--- config.mk ---
export PLATFORM = sky130hd
export DESIGN_NAME = riscv_if_parcel_queue
export DESIGN_NICKNAME = d
export VERILOG_FILES = /design/src/rtl/riscv_if_parcel_queue.sv
export SDC_FILE = /design/constraint.sdc
export NUM_CORES = 1
export LEC_CHECK = 0
export ABC_AREA = 1
export BUFFER_PORTS_ARGS = -buffer_cell sky130_fd_sc_hd__buf_2
export CORE_UTILIZATION = 52
export DETAILED_ROUTE_END_ITERATION = 8
export PLACE_DENSITY = 0.75
export REMOVE_ABC_BUFFERS = 1
export SYNTH_ARGS = -nofsm -noshare
export SYNTH_HDL_FRONTEND = slang
export SYNTH_SLANG_ARGS = --single-unit
--- constraint.sdc ---
create_clock -name clk -period 9.9 [get_ports clk]
set_input_delay 1.485 -clock clk [delete_from_list [all_inputs] [get_ports clk]]
set_output_delay 1.485 -clock clk [all_outputs]
set_load 0.02 [all_outputs]
--- src/rtl/riscv_if_parcel_queue.sv ---
// riscv_if_parcel_queue: buffers fetch parcels and slices them into instructions for decode
// Ports: clk/rst (async, active-high); if_parcel_valid/if_parcel/if_parcel_pc/if_parcel_misaligned
// from fetch, if_stall back-pressure, if_flush; id_stall from decode; id_valid/id_instr/id_pc/
// id_misaligned/id_is_rvc to decode. Define RVC_EN to slice 16-bit compressed instructions.
module riscv_if_parcel_queue #(
  parameter int XLEN        = 64,
  parameter int PARCEL_SIZE = 64,
  parameter int DEPTH       = 4,
  parameter int ILEN        = 32
) (
  input  logic                   clk,
  input  logic                   rst,
  input  logic                   if_parcel_valid,
  input  logic [PARCEL_SIZE-1:0] if_parcel,
  input  logic [XLEN-1:0]        if_parcel_pc,
  input  logic                   if_parcel_misaligned,
  output logic                   if_stall,
  input  logic                   if_flush,
  input  logic                   id_stall,
  output logic                   id_valid,
  output logic [ILEN-1:0]        id_instr,
  output logic [XLEN-1:0]        id_pc,
  output logic                   id_misaligned,
  output logic                   id_is_rvc
);
  localparam int PW = $clog2(DEPTH);
  localparam int CW = PW + 1;
`ifdef RVC_EN
  localparam int US = 16;
  localparam int LB = 1;
`else
  localparam int US = 32;
  localparam int LB = 2;
`endif
  localparam int NU = PARCEL_SIZE / US;
  localparam int OW = (NU > 1) ? $clog2(NU) : 1;
  localparam logic [ILEN-1:0] NOP = ILEN'(32'h0000_0013);
  logic [PARCEL_SIZE-1:0] par_q [DEPTH];
  logic [XLEN-1:0]        pc_q  [DEPTH];
  logic                   mis_q [DEPTH];
  logic [PW-1:0] rd_q, rd_d, wr_q, wr_d;
  logic [CW-1:0] cnt_q, cnt_d;
  logic [OW-1:0] off_q, off_d, adv, off_ld;
  logic [PARCEL_SIZE-1:0] hp;
  logic [US-1:0] lo;
  logic [ILEN-1:0] instr;
  logic hmis, nonempty, at_end, complete, last, straddle, rvc, consume, pop, push, mis_in;
`ifdef RVC_EN
  logic is16;
  logic [15:0] hi;
`endif
  always_comb begin
    hp       = par_q[rd_q];
    hmis     = mis_q[rd_q];
    nonempty = cnt_q != '0;
    lo       = hp[off_q*US +: US];
    at_end   = off_q == OW'(NU-1);
`ifdef RVC_EN
    is16     = lo[1:0] != 2'b11;
    hi       = at_end ? par_q[rd_q + PW'(1)][15:0] : hp[OW'(off_q + 1'b1)*16 +: 16];
    // a 32-bit instruction in the last halfword needs the next entry's first halfword
    straddle = ~is16 & at_end;
    complete = hmis | ~straddle | (cnt_q >= CW'(2));
    last     = hmis | at_end | (~is16 & (off_q == OW'(NU-2)));
    adv      = is16 ? OW'(1) : OW'(2);
    instr    = hmis ? NOP : is16 ? ILEN'(lo) : ILEN'({hi, lo});
    rvc      = ~hmis & is16;
    mis_in   = if_parcel_misaligned | if_parcel_pc[0];
`else
    straddle = 1'b0;
    complete = 1'b1;
    last     = hmis | at_end;
    adv      = OW'(1);
    instr    = hmis ? NOP : ILEN'(lo);
    rvc      = 1'b0;
    mis_in   = if_parcel_misaligned | (|if_parcel_pc[1:0]);
`endif
    id_valid      = nonempty & ~if_flush & complete;
    id_instr      = nonempty ? instr : NOP;
    id_pc         = ~nonempty ? '0 : hmis ? pc_q[rd_q] :
                    (pc_q[rd_q] & ~XLEN'(PARCEL_SIZE/8 - 1)) | (XLEN'(off_q) << LB);
    id_misaligned = id_valid & hmis;
    id_is_rvc     = id_valid & rvc;
    if_stall      = cnt_q >= CW'(DEPTH-1);
    consume       = id_valid & ~id_stall;
    pop           = consume & last;
    push          = if_parcel_valid & ~if_flush & (cnt_q < CW'(DEPTH));
    off_ld        = OW'((if_parcel_pc >> LB) & XLEN'(NU-1));
    cnt_d         = if_flush ? '0 : cnt_q + CW'(push) - CW'(pop);
    rd_d          = if_flush ? '0 : rd_q + PW'(pop);
    wr_d          = if_flush ? '0 : wr_q + PW'(push);
    // the pushed parcel becomes the head when the queue is (or is just becoming) empty
    off_d         = if_flush ? '0 :
                    (push & ((cnt_q == '0) | ((cnt_q == CW'(1)) & pop))) ? off_ld :
                    pop ? OW'(straddle) : consume ? off_q + adv : off_q;
  end
  always_ff @(posedge clk) begin
    if (push) begin
      par_q[wr_q] <= if_parcel;
      pc_q[wr_q]  <= if_parcel_pc;
      mis_q[wr_q] <= mis_in;
    end
  end
  always_ff @(posedge clk or posedge rst) begin
    if (rst) begin
      rd_q  <= '0;
      wr_q  <= '0;
      cnt_q <= '0;
      off_q <= '0;
    end else begin
      rd_q  <= rd_d;
      wr_q  <= wr_d;
      cnt_q <= cnt_d;
      off_q <= off_d;
    end
  end
endmodule

==> impl_results.md, run 1 <==
- Outcome: finished clean
- Worst R2R Start: rd_q[0]
- Req. time, crit path: 8.42 ns
- Critical Path Start Type: flip-flop
- Die ar.: 40100 sq um
- Drt wl/cell: 19.5 microns
- Vias post-DR: 12944
- Fmax: 0.184 GHz
- Via-to-Cell Ratio: 5.55
- Drt drc: 0
- Setup Buffers After CTS: 0
- Post-synthesis sequential area ratio: 76.7%
- Most common cell in the netlist: edfxtp_1
- Critical Path Fanout Max: 108
- CTS tree: yes
- Largest net degree at the start of global routing: 110
- Die X-Extent: 200 microns
- Synthesis Warnings: 0
- Final setup fails: 0
- Die Height: 200 microns
- # clock sinks: 524
- Fin crit share: 55.0%
- R2R setup slack: 6.61 ns
- Int Power: 3.94 mW
- Hold path cells: 1
- Final setup TNS: 0 ns
- Placed cells: 2235
- Slew margin rel.: 19.4%
- P per Cell Area: 231 nW/um^2
- Max_cap viols: 0
- HP Class: flip-flop to flip-flop
- Area contributors post-synth: edfxtp_1 76%, nor2_1 8.1%, o21ai_0 5.5%, o22ai_1 1.8%, a21oi_1 1.6%
- RSZ-0062 raised after global routing: no
- Commonest cells in the netlist: 516 x edfxtp_1, 439 x nor2_1, 226 x o21ai_0, 65 x a21oi_1, 58 x o22ai_1
- Hold WS: 0.584 ns
- Hold Crit Endpoint: wr_q[1]
- Final Hold Violating Endpoints: 0
- Clock Latency Late Sink: 0.58 ns
- Slowest stage delay, CP: 0.94 ns
- Htree depth: 2
- Grt ovf: 0
- Hold Buf Count CTS: 0
- Overall power: 5.46 mW
- Clock Pin Slew Worst Setup and Hold Paths: 0.06 ns
- Cell variety after synth: 30
- Ports: 234
- Logic pwr share: 17.7%
- Top-area cell type share of the netlist area: 75.8%
- Post-Layout Cell Count: 2334
- Count of state elements after synthesis: 524
- Initial core utilization: 52.8%
- Final WL: 45400 microns
- Mapped cell area: 20500 sq um
- Worst IR Drop VDD: 0.000181 V
- TritonCTS Buffers: 51
- Net Switching: 1.52 mW
- Max clock buf depth: 3
- Number of flops mapped to enable cells by yosys: 516
- Reg-to-reg endpoint: cnt_q[2]
- Root Buffer: clkbuf_16
- Leak Pwr: 8.44 nW
- Vias in the first global route: 12508
- Crit-path cells: inv_6 -> nand2_1 -> nand3_1 -> nand2_2 -> inv_2 -> nor2_4 -> o21ai_0 -> nor2_1 -> buf_2
- Final nets: 1909
- Reg2Reg Depth: 12
- Initial antenna violation count: 10
- Sequential power share: 47.3%
- Hold_sp: wr_q[1]
- Syn avg cell area: 13.0 sq um
- IO Port Bufs: 232
- Placer Congestion: 0.778
- Async SR Flop Fraction: 1.53%
- Row cnt: 72
- Initial DRC Count: 1035
- Fin crit period: 5.45 ns
- Drt pass-1 iters: 6
- Clk_skew: 0.0140 ns
- Fin util: 60.9%
- Max-slew violations: 0
- Area Overhead vs Synth: 15.4%
- Ratio of cells with drive above 1 in the final layout: 18.9%
- Post-DP HPWL: 24100 microns
- # resized after CTS: 0
- Largest area contributor in the synthesized netlist: edfxtp_1
- Switching share of power: 27.9%
- Nature of the critical path endpoint: output port
- GRT Total Usage: 22.4%
- First-pass GRT wire length: 69400 microns
- Core Region: 38700 sq um
- Clock share of power: 35.0%
- Slew @ Worst Pin: 1.21 ns
- Cells after synthesis: 1569
- Synth Flop Type: edfxtp_1
- Post-DRT Antenna Nets: 0
- Slowest CP cell: dfrtp_4
- Critical Path AT: 3.96 ns
- Setup Crit Path Kind: flip-flop to output port
==> state kept, by name, indices dropped and copies added (netlist names) <==
signal,flops
at_end,1
cnt_q,3
mis_q,4
par_q,256
pc_q,256
rd_q,2
wr_q,2
==> how the worst max path moves through the flow <==
stage | start | to | slack [ns]
after floorplan | if_flush | mis_q[0] | -1.40
after global placement | rd_q[1] | id_instr[23] | 5.13
after detailed placement | rd_q[1] | id_instr[23] | 5.06
after CTS | rd_q[1] | id_instr[23] | 4.41
after global routing | rd_q[0] | id_instr[23] | 4.21
final | rd_q[0] | id_instr[23] | 4.45
==> placed cells by master (no fill, tap or decap), drive strengths merged, types with 2 or more instances in the layout <==
| cell | instances |
|---|---|
| edfxtp | 516 |
| nor2 | 440 |
| o21ai | 275 |
| buf | 251 |
| a21oi | 65 |
| clkbuf | 62 |
| o22ai | 58 |
| nand2 | 39 |
| nand3 | 27 |
| clkinv | 23 |
| inv | 21 |
| dfrtp | 8 |
| bufinv | 6 |
| diode | 5 |
| nor3 | 4 |
| ha | 4 |
| clkinvlp | 3 |
| xor2 | 2 |
==> per-stage QoR <==
step	setup slack, ns	instance area (sq um)
after global routing	4.21	23600
after detailed placement	5.06	21900
after CTS	4.41	23600
after global placement	5.13	21900
after floorplan	-1.40	19900
final	4.45	23600
==> power groups by stage <==
| stage | clock network (mW) | registers, mW | logic, mW |
|---|---|---|---|
| global route | 2.02 | 2.59 | 1.05 |
| global placement | 0 | 2.63 | 0.952 |
| floorplan | 0 | 2.67 | 0.573 |
| detailed placement | 0 | 2.63 | 0.964 |
| CTS | 1.94 | 2.58 | 0.971 |
| finish | 1.91 | 2.58 | 0.964 |
==> worst max-delay path, delay by kind of cell (launching register included) <==
kind            cells  cell delay [ns]
buf+inv             3             0.73
flops               1             0.94
simple gates        5             1.40
compound gates      1             0.23
==> layout make-up <==
type / instances / area (sq um)
Fill cell: 2912 / 15100
Sequential cell: 524 / 15700
Inverter: 21 / 86.3
Antenna cell: 5 / 12.5
Tap cell: 518 / 648
Clock buffer: 62 / 1360
Timing Repair Buffer: 251 / 1300
Multi-Input combinational cell: 921 / 4180
Clock inverter: 32 / 308
==> routing by layer <==
layer  vias up  GRT usage (%)  routed length [microns]
met3        70           4.47                     3180
li1       6073              -                        -
met2       466           36.3                    21900
met5         -              0                       58
met1      6327           30.4                    19300
met4         8           7.61                      877
==> logic make-up after synthesis <==
| group | share of synthesized area, % |
|---|---|
| flops | 76.7 |
| other cells | 0.0183 |
| compound gates | 10.1 |
| xor+xnor | 0.128 |
| buf+inv | 2.93 |
| fa+ha+maj | 0.343 |
| simple gates | 9.70 |
Note: power is estimated with default switching activity, not from simulation.
==> run 2, diff against run 1 <==
--- a/config.mk
+++ b/config.mk
@@ -5,11 +5,11 @@
 export SDC_FILE = /design/constraint.sdc
 export NUM_CORES = 1
 export LEC_CHECK = 0
-export ABC_AREA = 1
+export ABC_AREA = 0
 export BUFFER_PORTS_ARGS = -buffer_cell sky130_fd_sc_hd__buf_2
-export CORE_UTILIZATION = 52
+export CORE_UTILIZATION = 58
 export DETAILED_ROUTE_END_ITERATION = 8
-export PLACE_DENSITY = 0.75
+export PLACE_DENSITY = 0.79
 export REMOVE_ABC_BUFFERS = 1
 export SYNTH_ARGS = -nofsm -noshare
 export SYNTH_HDL_FRONTEND = slang
==> constraint.sdc (replaced) <==
create_clock -name clk -period 5.51 [get_ports clk]
set_input_delay 0.8265 -clock clk [delete_from_list [all_inputs] [get_ports clk]]
set_output_delay 0.8265 -clock clk [all_outputs]
set_load 0.02 [all_outputs]
==> run 2 against run 1 <==
  * Highest routed layer unchanged
  * Non-clock buffer count fell by 3
  * Via count is 27% lower
  * Area after synthesis down 2.0%
  * Critical path type unchanged
  * Combinational power up 74%
==> impl_results.md, run 2 <==
- Outcome: finished clean
- Clock Latency Late Sink: 0.57 ns (about the same)
- Most common cell in the netlist: edfxtp_1
- Ratio of cells with drive above 1 in the final layout: 39.0% (+20 points)
- Final nets: 1274 (-33%)
- Clock share of power: 34.4% (-0.6 points)
- Via-to-Cell Ratio: 5.77 (+4.0%)
- Largest area contributor in the synthesized netlist: edfxtp_1
- Placer Congestion: 0.736 (-5.4%)
- Htree depth: 2 (unchanged)
- Commonest cells in the netlist: 516 x edfxtp_1, 128 x mux4_2, 66 x nor2b_1, 41 x nor2_1, 33 x mux2i_1
- Clock Pin Slew Worst Setup and Hold Paths: 0.06 ns (about the same)
- Commonest cells after routing, fill and taps aside: 516 x edfxtp_1, 232 x buf_2, 128 x mux4_2, 66 x nor2b_1, 53 x clkbuf_16
- Area Overhead vs Synth: 16.6%
- Critical Path Start Type: flip-flop
- Switching share of power: 25.7% (-2.2 points)
- Slowest stage delay, CP: 1.14 ns (+0.20 ns)
- Most common cell after layout, fill and taps aside: edfxtp_1
- Final Hold Violating Endpoints: 0 (unchanged)
- GRT Total Usage: 21.1% (-1.2 points)
- Post-DRT Antenna Nets: 0 (unchanged)
- Top-area cell type share of the netlist area: 77.3% (+1.5 points)
- Hold Buf Count CTS: 0 (unchanged)
- Synth Flop Type: edfxtp_1
- Root Buffer: clkbuf_16
- Critical Path AT: 3.16 ns (-0.80 ns)
- Top Registers: par_q (256), pc_q (256), mis_q (4)
- Drt drc: 0 (unchanged)
- Leak Pwr: 7.79 nW (-7.7%)
- Drt wl/cell: 22.5 microns (+15%)
- Final WL: 36600 microns (-19%)
- First-pass GRT wire length: 55700 microns (-20%)
- Initial core utilization: 59.4% (+6.6 points)
- Die ar.: 35300 sq um (-12%)
- Worst IR Drop VDD: 0.000290 V (+60%)
- Area contributors post-synth: edfxtp_1 77%, mux4_2 14%, nor2b_1 2.1%, mux2i_1 1.6%, dfrtp_1 1.0%
- Clk_skew: 0.0132 ns (-0.000844 ns)
- Setup Crit Path Kind: flip-flop to output port
- Vias post-DR: 9409 (-27%)
- Row cnt: 67 (-6.9%)
- IO Port Bufs: 232 (unchanged)
- Logic pwr share: 17.3% (-0.4 points)
- Int Power: 7.18 mW (+82%)
- # clock sinks: 524 (unchanged)
- Max-slew violations: 0 (unchanged)
- Synthesis Warnings: 0 (unchanged)
- Mapped cell area: 20100 sq um (-2.0%)
- WP buf/inv: 2 (-1)
- Cells after synthesis: 879 (-44%)
- Drt pass-1 iters: 5 (-1)
- Initial antenna violation count: 11 (+1)
- Core Region: 33800 sq um (-13%)
- Syn avg cell area: 22.8 sq um (+75%)
- P per Cell Area: 414 nW/um^2 (+79%)
- Die X-Extent: 188 microns (-6.2%)
- Fmax: 0.251 GHz
- Placed cells: 1529 (-32%)
- Vias in the first global route: 9919 (-21%)
- Max_cap viols: 0 (unchanged)
- CTS tree: yes
- Grt ovf: 0 (unchanged)
- Final setup TNS: 0 ns (unchanged)
- Nature of the critical path endpoint: output port
- TritonCTS Buffers: 52 (+2.0%)
- Number of flops mapped to enable cells by yosys: 516 (unchanged)
- Slew margin rel.: 25.6% (+6.3 points)
- Fin crit share: 72.3%
- Ports: 234 (unchanged)
- Fin crit period: 3.98 ns
- Cell variety after synth: 34 (+13%)
- Setup Buffers After CTS: 0 (unchanged)
- Die Height: 188 microns (-6.2%)
- HP Class: input pin to async pin
- RSZ-0062 raised after global routing: no
- Sequential power share: 48.3% (+1.0 points)
- Req. time, crit path: 4.68 ns (-3.74 ns)
- Post-Layout Cell Count: 1632 (-30%)
- Slew @ Worst Pin: 1.12 ns (-0.0940 ns)
- Initial DRC Count: 652 (-37%)
- # resized after CTS: 0 (unchanged)
- Slowest CP cell: dfrtp_4
- Final setup fails: 0 (unchanged)
- Max clock buf depth: 3 (unchanged)
- Crit-path cells: buf_4 -> mux4_2 -> mux2i_1 -> nor2_1 -> buf_2
- Async SR Flop Fraction: 1.53% (unchanged)
- Count of state elements after synthesis: 524 (unchanged)
- Critical Path Fanout Max: 70 (-35%)
- Net Switching: 2.49 mW (+63%)
- Dpl ws: 2.04 ns (-3.03 ns)
- Kind of cell adding the most delay to the critical path: flip-flops
- Post-DP HPWL: 20700 microns (-14%)
- Largest net degree at the start of global routing: 108 (-1.8%)
- Post-synthesis sequential area ratio: 78.3% (+1.5 points)
- Min setup slack post-route: 1.53 ns (-2.93 ns)
- Fin util: 69.2% (+8.3 points)
run 2: changes by cell type after synthesis, sizes merged, moves of 58 or more:
| cell | before | now |
|---|---|---|
| a21oi | 65 | 0 |
| mux4 | 0 | 128 |
| nor2 | 440 | 41 |
| nor2b | 0 | 66 |
| o21ai | 275 | 1 |
| o22ai | 58 | 0 |
run 2: path summary, 6_finish.rpt:
check	start	endpoint	slack, ns	cells past startpoint
min in group clk	if_parcel_pc[9]	pc_q[2][9]	0.47	1
hold reg to reg	cnt_q[1]	at_end	0.71	2
setup reg to reg	rd_q[1]	cnt_q[2]	2.10	9
setup / recovery	rd_q[1]	id_instr[5]	1.53	5
hold / removal	rst	rd_q[1]	0.24	2
max in group asynchronous	rst	rd_q[0]	4.97	2
run 2: layout make-up:
class / count / area [sq um]
clock buffers: 72 / 1420
multi-input cells: 305 / 4120
flip-flops and latches: 524 / 15700
well taps: 448 / 561
inverters: 4 / 15.0
clock inverters: 25 / 201
repair buffers: 248 / 1340
diodes: 6 / 15.0
fillers: 2054 / 10400
run 2: cell families (layout without fill, tap and decap cells):
logic type | after synthesis | in the layout | synth area share [%]
DFF | 524 | 524 | 78.3
muxes | 164 | 164 | 16.3
and+or+nand+nor | 128 | 128 | 3.44
buffers and inverters | 50 | 349 | 1.34
adders and majority gates | 5 | 5 | 0.349
xor gates and xnor gates | 4 | 4 | 0.175
AOI/OAI and AO/OA | 3 | 3 | 0.131
other | 1 | 7 | 0.0187
run 2: per-stage QoR:
stage / power [mW] / cell area [sq um] / hold WS, ns
final: 9.67 / 23400 / 0.243
after global routing: 10.0 / 23400 / 0.242
after detailed placement: 6.45 / 21700 / 0.691
after global placement: 6.42 / 21700 / 0.651
after CTS: 9.76 / 23400 / 0.224
after floorplan: 5.95 / 19800 / 0.554
run 2: power by group through the flow:
stage	sequential [mW]	combinational, mW	clock (mW)
after detailed placement	4.76	1.70	0
after global routing	4.69	1.79	3.53
after global placement	4.74	1.68	0
final	4.67	1.68	3.33
after floorplan	4.84	1.11	0
after CTS	4.67	1.71	3.38
run 2: metal layers:
| metal | global-route usage (%) | vias up | routed length [microns] |
|---|---|---|---|
| met5 | 0 | - | 61 |
| met4 | 7.16 | 10 | 806 |
| met3 | 4.74 | 60 | 2420 |
| met2 | 36.0 | 327 | 18900 |
| met1 | 27.1 | 4880 | 14500 |
| li1 | - | 4132 | - |
